--- src/rtl/if_stage_if.sv ---
// Fetch packet type handed to decode, and the instruction-memory request/response bus of if_stage.
package if_stage_pkg;
  typedef struct packed {
    logic [31:0] pc;
    logic [31:0] instruction;
  } rv32_if_packet_t;
endpackage

interface if_stage_if;
  logic        req_valid;
  logic        req_ready;
  logic [31:0] req_addr;
  logic        rsp_valid;
  logic [31:0] rsp_data;

  modport master (output req_valid, req_addr, input req_ready, rsp_valid, rsp_data);
  modport slave  (input req_valid, req_addr, output req_ready, rsp_valid, rsp_data);
endinterface

--- src/rtl/if_stage.sv ---
// RV32 instruction fetch stage: PC, credit-limited imem requests, in-order fetch queue, redirect flush.
// Defining IF_STAGE_STATS_EN adds the stat_fetched / stat_redirects / stat_dropped counters.
module if_stage
  import if_stage_pkg::*;
#(
  parameter logic [31:0] RESET_PC = 32'h0000_0000,
  parameter int          FQ_DEPTH = 4
) (
  input  logic            clk,
  input  logic            rst_n,
  if_stage_if.master      imem,
  input  logic            redirect_valid,
  input  logic [31:0]     redirect_pc,
  output logic            if_valid,
  input  logic            if_ready,
  output rv32_if_packet_t if_packet
`ifdef IF_STAGE_STATS_EN
  ,
  output logic [31:0]     stat_fetched,
  output logic [31:0]     stat_redirects,
  output logic [31:0]     stat_dropped
`endif
);

  localparam int            PW      = $clog2(FQ_DEPTH);
  localparam logic [PW+1:0] DEPTH_W = (PW+2)'(FQ_DEPTH);
  localparam logic [PW:0]   PTR_ONE = {{PW{1'b0}}, 1'b1};

  logic [31:0]         r_pc;
  logic [PW:0]         r_alloc;
  logic [PW:0]         r_fill;
  logic [PW:0]         r_read;
  logic [PW:0]         r_drop_cnt;
  logic [FQ_DEPTH-1:0] r_filled;
  logic [31:0]         r_pc_mem    [FQ_DEPTH];
  logic [31:0]         r_instr_mem [FQ_DEPTH];

  logic [PW:0]   w_inflight;
  logic [PW:0]   w_occupancy;
  logic [PW:0]   w_drop_sum;
  logic [PW:0]   w_drop_redirect;
  logic [PW+1:0] w_credit_used;
  logic [PW-1:0] w_alloc_idx;
  logic [PW-1:0] w_fill_idx;
  logic [PW-1:0] w_read_idx;
  logic          w_req_fire;
  logic          w_rsp_drop;
  logic          w_rsp_fill;
  logic          w_deq;
  logic          w_unused;

  assign w_inflight    = r_alloc - r_fill;
  assign w_occupancy   = r_alloc - r_read;
  assign w_credit_used = {1'b0, w_occupancy} + {1'b0, r_drop_cnt};
  assign w_alloc_idx   = r_alloc[PW-1:0];
  assign w_fill_idx    = r_fill[PW-1:0];
  assign w_read_idx    = r_read[PW-1:0];
  assign w_unused      = ^redirect_pc[1:0];

  // Stale responses still owed by memory hold a credit, so a full queue always has room for them.
  assign imem.req_valid = rst_n && !redirect_valid && (w_credit_used < DEPTH_W);
  assign imem.req_addr  = r_pc;
  assign w_req_fire     = imem.req_valid && imem.req_ready;

  assign w_rsp_drop = imem.rsp_valid && (r_drop_cnt != '0);
  assign w_rsp_fill = imem.rsp_valid && (r_drop_cnt == '0) && (w_inflight != '0);

  assign if_valid  = r_filled[w_read_idx];
  assign if_packet = '{pc: r_pc_mem[w_read_idx], instruction: r_instr_mem[w_read_idx]};
  assign w_deq     = if_valid && if_ready;

  // A response landing in the redirect cycle is one of the stale ones and is counted off at once.
  assign w_drop_sum      = r_drop_cnt + w_inflight;
  assign w_drop_redirect = (imem.rsp_valid && (w_drop_sum != '0)) ? (w_drop_sum - PTR_ONE)
                                                                  : w_drop_sum;

  // NOTE: the entry arrays are reset as well, because if_packet reads them directly and must be '0.
  always_ff @(posedge clk or negedge rst_n) begin
    if (!rst_n) begin
      r_pc       <= RESET_PC;
      r_alloc    <= '0;
      r_fill     <= '0;
      r_read     <= '0;
      r_drop_cnt <= '0;
      r_filled   <= '0;
      for (int i = 0; i < FQ_DEPTH; i++) begin
        r_pc_mem[i]    <= '0;
        r_instr_mem[i] <= '0;
      end
    end else if (redirect_valid) begin
      r_pc       <= {redirect_pc[31:2], 2'b00};
      r_fill     <= r_alloc;
      r_read     <= r_alloc;
      r_drop_cnt <= w_drop_redirect;
      r_filled   <= '0;
      for (int i = 0; i < FQ_DEPTH; i++) begin
        r_pc_mem[i]    <= '0;
        r_instr_mem[i] <= '0;
      end
    end else begin
      // Alloc, fill and read never target the same slot in one cycle, given the credit rule.
      if (w_req_fire) begin
        r_pc_mem[w_alloc_idx]    <= r_pc;
        r_instr_mem[w_alloc_idx] <= '0;
        r_filled[w_alloc_idx]    <= 1'b0;
        r_alloc                  <= r_alloc + PTR_ONE;
        r_pc                     <= r_pc + 32'd4;
      end
      if (w_rsp_drop) begin
        r_drop_cnt <= r_drop_cnt - PTR_ONE;
      end
      if (w_rsp_fill) begin
        r_instr_mem[w_fill_idx] <= imem.rsp_data;
        r_filled[w_fill_idx]    <= 1'b1;
        r_fill                  <= r_fill + PTR_ONE;
      end
      if (w_deq) begin
        r_filled[w_read_idx]    <= 1'b0;
        r_pc_mem[w_read_idx]    <= '0;
        r_instr_mem[w_read_idx] <= '0;
        r_read                  <= r_read + PTR_ONE;
      end
    end
  end

`ifndef SYNTHESIS
  a_rsp_expected : assert property (@(posedge clk) disable iff (!rst_n)
    imem.rsp_valid |-> ((r_drop_cnt != '0) || (w_inflight != '0)))
    else $error("if_stage: imem response with nothing outstanding");
`endif

`ifdef IF_STAGE_STATS_EN
  logic [31:0] r_stat_fetched;
  logic [31:0] r_stat_redirects;
  logic [31:0] r_stat_dropped;
  logic        w_rsp_discard;

  assign w_rsp_discard = imem.rsp_valid &&
                         ((r_drop_cnt != '0) || (redirect_valid && (w_inflight != '0)));

  always_ff @(posedge clk or negedge rst_n) begin
    if (!rst_n) begin
      r_stat_fetched   <= '0;
      r_stat_redirects <= '0;
      r_stat_dropped   <= '0;
    end else begin
      if (w_deq)          r_stat_fetched   <= r_stat_fetched + 32'd1;
      if (redirect_valid) r_stat_redirects <= r_stat_redirects + 32'd1;
      if (w_rsp_discard)  r_stat_dropped   <= r_stat_dropped + 32'd1;
    end
  end

  assign stat_fetched   = r_stat_fetched;
  assign stat_redirects = r_stat_redirects;
  assign stat_dropped   = r_stat_dropped;
`endif

endmodule

--- src/flat_wrapper.sv ---
// flat-port wrapper written by rule: the top's interface ports become plain ports
module if_stage_flat import if_stage_pkg::*;
#(
  parameter logic [31:0] RESET_PC = 32'h0000_0000,
  parameter int          FQ_DEPTH = 4
)
  (clk, rst_n, redirect_valid, redirect_pc, if_valid, if_ready, if_packet, imem_req_valid, imem_req_addr, imem_req_ready, imem_rsp_valid, imem_rsp_data);
  if_stage_if imem_i ();
  input  logic clk;
  input  logic rst_n;
  input  logic redirect_valid;
  input  logic [31:0] redirect_pc;
  output logic if_valid;
  input  logic if_ready;
  output rv32_if_packet_t if_packet;
  output wire logic [$bits(imem_i.req_valid)-1:0] imem_req_valid;
  output wire logic [$bits(imem_i.req_addr)-1:0] imem_req_addr;
  input wire logic [$bits(imem_i.req_ready)-1:0] imem_req_ready;
  input wire logic [$bits(imem_i.rsp_valid)-1:0] imem_rsp_valid;
  input wire logic [$bits(imem_i.rsp_data)-1:0] imem_rsp_data;
  assign imem_req_valid = imem_i.req_valid;
  assign imem_req_addr = imem_i.req_addr;
  assign imem_i.req_ready = imem_req_ready;
  assign imem_i.rsp_valid = imem_rsp_valid;
  assign imem_i.rsp_data = imem_rsp_data;
  if_stage #(.RESET_PC(RESET_PC), .FQ_DEPTH(FQ_DEPTH)) u_core (.clk(clk), .rst_n(rst_n), .imem(imem_i), .redirect_valid(redirect_valid), .redirect_pc(redirect_pc), .if_valid(if_valid), .if_ready(if_ready), .if_packet(if_packet));
endmodule
--- config.mk ---
export PLATFORM = sky130hd
export DESIGN_NAME = if_stage_flat
export DESIGN_NICKNAME = d
export VERILOG_FILES = /design/src/rtl/if_stage_if.sv /design/src/rtl/if_stage.sv /design/src/flat_wrapper.sv
export SDC_FILE = /design/constraint.sdc
export NUM_CORES = 1
export LEC_CHECK = 0
export ABC_AREA = 1
export CAP_MARGIN = 20
export CORE_AREA = 2 2 216 176
export DETAILED_ROUTE_END_ITERATION = 16
export DIE_AREA = 0 0 218 178
export HOLD_SLACK_MARGIN = 0.06
export PLACE_DENSITY_LB_ADDON = 0.05
export SETUP_SLACK_MARGIN = 0.02
export SYNTH_ARGS = -nofsm -noshare
export SYNTH_HDL_FRONTEND = slang
export SYNTH_SLANG_ARGS = --single-unit
--- constraint.sdc ---
create_clock -name clk -period 4.3 [get_ports clk]
set_input_delay 0.86 -clock clk [delete_from_list [all_inputs] [get_ports clk]]
set_output_delay 0.86 -clock clk [all_outputs]
set_load 0.05 [all_outputs]
Word-level counts from Yosys, hierarchy flattened
Index checks and enable logic that the tools add are counted.
Widths: inputs -> output; s select.

word-level totals
  register bits = 304
  latch bits = 0
  bits in writable memories = 0
  memory bits (read-only) = 0
  input bits = 70
  memories = 0

cells by class
  add/sub/neg operators = 10
  multiply operators = 0
  div/mod/pow operators = 0
  order comparisons = 13
  equality and inequality tests = 0
  shift operators = 0
  multiplexer cells = 47
  bitwise gates (word level) = 14
  reductions and logical operators = 24

operators with widths
  kind                   number
  $mux 128               10
  $and 128x128->128      3
  $mux 32                9
  $bwmux 128             2
  $not 128->128          2
  $demux 32 s2           3
  $bmux 32 s2            2
  $add 32x3->32 const B  1
  $mux 4                 6
  $mux 3                 7
  $logic_and 1x1->1      14
  $add 3x1->3 const B    3
  $ge 3x3->1 const B     3
  $lt 2x3->1 const B     3
  $lt 3x1->1 const B     3
  $not 2->3              3
  $reduce_bool 3->1      3
  $and 4x4->4            2
  $not 4->4              2
  $reduce_bool 2->1      4
  $demux 1 s2            3
  $ge 2x1->1 const B     3
  $sub 3x1->3 const B    2
  $sub 3x3->3            2
  other kinds (10)       13

Logic depth before layout (Yosys ltp)
  depth after elaboration = 15
  gate-level depth with buffers = 17
  gate-level depth less buffers = 16

Least setup slack after synthesis
OpenSTA, ideal clock, no wires.

  kind = register to output
  start point = register u_core.r_read[1]
  end point = output imem_req_valid
  arrival time = 3.631 ns
  data required time = 3.440 ns
  path slack = -0.191 ns
  stages on the path, launching flop included = 10
  path buffers = 3
  path through = dfrtp_1 clkbuf_2 inv_2 clkbuf_1 clkbuf_1 fa_1 xnor2_1 xor2_1 ha_1 nor4_1

between the ends
  cells in the longest elaborated chain, start to end = 4

RTL lines
  item                    RTL line            RTL
  from (decl)             if_stage.sv:32      logic [PW:0] r_read;
  from (signal assigned)  if_stage.sv:93      r_read <= r_alloc;
  from (signal assigned)  if_stage.sv:121     r_read <= r_read + PTR_ONE;
  $sub 3x3->3             if_stage.sv:53      assign w_occupancy = r_alloc - r_read;
  $add 3x3->4             if_stage.sv:54      assign w_credit_used = {1'b0, w_occupancy} + {1'b0, r_drop_cnt};
  $lt 4x3->1              if_stage.sv:61      assign imem.req_valid = rst_n && !redirect_valid && (w_credit_used < DEPTH_W);
  $logic_and 1x1->1       if_stage.sv:61
  to (decl)               flat_wrapper.sv:16  output wire logic [$bits(imem_i.req_valid)-1:0] imem_req_valid;

Every way passes these cells.

Worst setup path in the final report
  start point = register u_core.r_read[0]
  end point = output imem_req_valid

Same word-level chain as after synthesis.

==> impl_metrics.ini <==
[outcome]
outcome = complete, no violations

[synthesis]
ys_seq_area_frac = 0.4168
synth.distinct_cells = 36
syn_inst = 2742
synth.avg_cell_area_um2 = 6.612
synth.cell_area_um2 = 18130
ys_ff_latch = 302
synth_warnings = 0

[clock_tree]
cts.path.max_buffers = 3
cts_tree = done
cts.htree.levels = 2
clk_pin_slew_worst_paths_ns = 0.06
postCtsSetupBuffers = 0
cts_buffers = 35
hold_buffers = 0
post_cts_resized = 0
cts_num_sinks = 302
worstSkewPairLatency_ns = 0.53
clockRootBuffer = clkbuf_16

[critical_path]
start_kind = register
endpoint_kind = output port
cp.required_ns = 3.44
crit_arrival_ns = 3.28
crit_type = reg -> out
worstPathMaxFanout = 29

[timing]
max-slew-margin-rel = 0.3252
tightest_slew_ns = 1.012
final-hold-violation-count = 0
setup_viol = 0
timing.setup.tns_ns = 0
fmax_mhz = 241.5
finalCritPeriodShare = 0.9629
layout_min_cycle_time_ns = 4.140
skew_ns = 0.01412
setup_ws_ns = 0.1597
rsz0062_at_grt = no
slew_viol_final = 0

[global_route]
antenna_found_initial = 1
grt_pass1_vias = 16500
grt_pass1_wl_um = 90420
grt_use_total = 0.2933
overflow = 0
grt_max_degree = 169

[route]
viasPerCell = 5.285
wl_met2_um = 25440
remaining_drc_errors = 0
first_iter_violations = 1763
dr_total_vias = 17350
first_pass_iters = 7
routedWlPerCell_um = 17.12
top_layer = met4
ant_nets = 0
route.met3.wl_um = 3867
wl_um = 56210
drt-met1-wl_um = 25810

[power_and_ir_drop]
peakVddDrop_v = 0.0006193
power_leakage_nw = 11.37
powerDensity_nw_per_um2 = 649.2

[flow_run]
drv_cap = 0

[die]
rows = 63
fp.dieH_um = 178
core_um2 = 36580
die-area_um2 = 38800
io_pins = 168
fp.dieW_um = 218
start_util = 0.4957

[placed_design]
finalWeightedCongestion = 0.9339
portBuffers = 163
place_ws_ns = 0.6122
dp_hpwl_um = 32480

[layout]
layout-drive-gt1-share = 0.06297
n_fill_cell = 3399
final-seq-area_um2 = 7561
multiInputGateArea_um2 = 8414
post-route-util = 0.5900
nets = 2868
areaGrowthSynthToFinish_pct = 19.03

[hold_path]
hold_path_class = in -> async
## layout make-up
cell class / count / area share
diodes: 1 / 0.0001160
clock buffers: 53 / 0.04847
clock inverters: 6 / 0.003827
inverters: 342 / 0.05978
multi-input cells: 1893 / 0.3899
flip-flops and latches: 302 / 0.3504
well taps: 487 / 0.02824
repair buffers: 199 / 0.1193
## cells in the mapped netlist (all sizes together)
cell type	n	area [µm²]
nand2	882	3313
nor2	505	1939
inv	340	1279
dfrtp	302	7557
nand4	136	875.8
clkbuf	113	425.4
o21ai	109	545.5
a21oi	98	490.5
buf	93	504.2
nand3	61	315.3
o22ai	34	212.7
ha	22	275.3
xor2	12	105.1
nand3b	11	82.58
xnor2	7	61.31
fa	3	60.06
o211ai	3	22.52
or2	3	18.77
clkinv	2	7.510
o21a	2	15.01
and2	1	6.260
conb	1	3.750
nor4	1	6.260
o21bai	1	7.510
## state kept, by name, indices dropped and copies added, names as in the netlist
signal and count:
u_core.imem.req_addr 30, u_core.r_alloc 3, u_core.r_drop_cnt 3, u_core.r_fill 3, u_core.r_filled 4, u_core.r_instr_mem 128, u_core.r_pc_mem 128, u_core.r_read 3
## critical path, cell delays in order, from the launching register on
cell	delay [ns]
dfrtp_4	0.68
ha_1	0.21
inv_1	0.04
fa_1	0.37
xnor2_1	0.14
xor2_1	0.14
ha_1	0.37
nor4_2	0.57
buf_12	0.21
## final timing paths
check                               startpoint                       end  depth (start not counted)  slack, ns
setup / recovery              u_core.r_read[0]            imem_req_valid                          8       0.16
hold / removal                           rst_n    u_core.r_instr_mem[93]                          1       0.26
setup reg to reg              u_core.r_read[0]    u_core.r_instr_mem[38]                         15       0.63
hold reg to reg            u_core.r_pc_mem[64]       u_core.r_pc_mem[64]                          2       0.50
max in group asynchronous                rst_n  u_core.imem.req_addr[25]                          2       2.57
min in group clk           u_core.r_pc_mem[64]       u_core.r_pc_mem[64]                          2       0.50
## power breakdown
group / internal, mW / switching, mW / total [mW]
registers: 3.13 / 0.428 / 3.56
clock network: 1.79 / 1.22 / 3.01
logic: 2.57 / 4.86 / 7.43
total: 7.50 / 6.51 / 14.0
## layer usage
layer / track usage / up-vias
met4: 0.08333 / 0
li1: - / 8463
met3: 0.03939 / 80
met5: 0 / -
met1: 0.4274 / 8180
met2: 0.4574 / 629
## metrics by stage
| step | cells | power [mW] | hold WS [ns] | instance area (µm²) |
|---|---|---|---|---|
| finish | 3283 | 14.01 | 0.2569 | 21580 |
| global route | 3283 | 14.73 | 0.3089 | 21580 |
| CTS | 3282 | 14.03 | 0.3132 | 21580 |
| detailed placement | 3223 | 10.99 | 0.4979 | 20450 |
| global placement | 3223 | 10.92 | 0.4948 | 20450 |
| floorplan | 2743 | 8.007 | 0.4824 | 18140 |
## placed cells by master, fill, tap and decap left out, types with 3 or more instances in the layout
cell,count
nand2_1,881
nor2_1,499
inv_1,335
dfrtp_1,301
nand4_1,132
o21ai_0,109
a21oi_1,98
clkdlybuf4s50_1,95
buf_12,67
nand3_1,59
clkbuf_16,37
buf_4,35
o22ai_1,34
ha_1,22
xor2_1,12
nand3b_1,11
clkbuf_1,10
xnor2_1,7
clkbuf_8,6
clkinv_2,4
nand4_4,4
nor2_4,4
or2_2,3
o211ai_1,3
fa_1,3
## logic make-up (layout without fill, tap and decap cells)
| group | after synthesis | after routing | synth area share |
|---|---|---|---|
| flip-flops | 302 | 302 | 0.4168 |
| XOR/XNOR | 19 | 19 | 0.009179 |
| AO/OA/AOI/OAI | 247 | 247 | 0.07136 |
| other | 1 | 3 | 0.0002068 |
| AND/OR/NAND/NOR | 1600 | 1600 | 0.3617 |
| buffers and inverters | 548 | 600 | 0.1222 |
| adder cells (fa/ha/maj) | 25 | 25 | 0.01850 |
No activity file was read; power rests on OpenSTA's default activity.
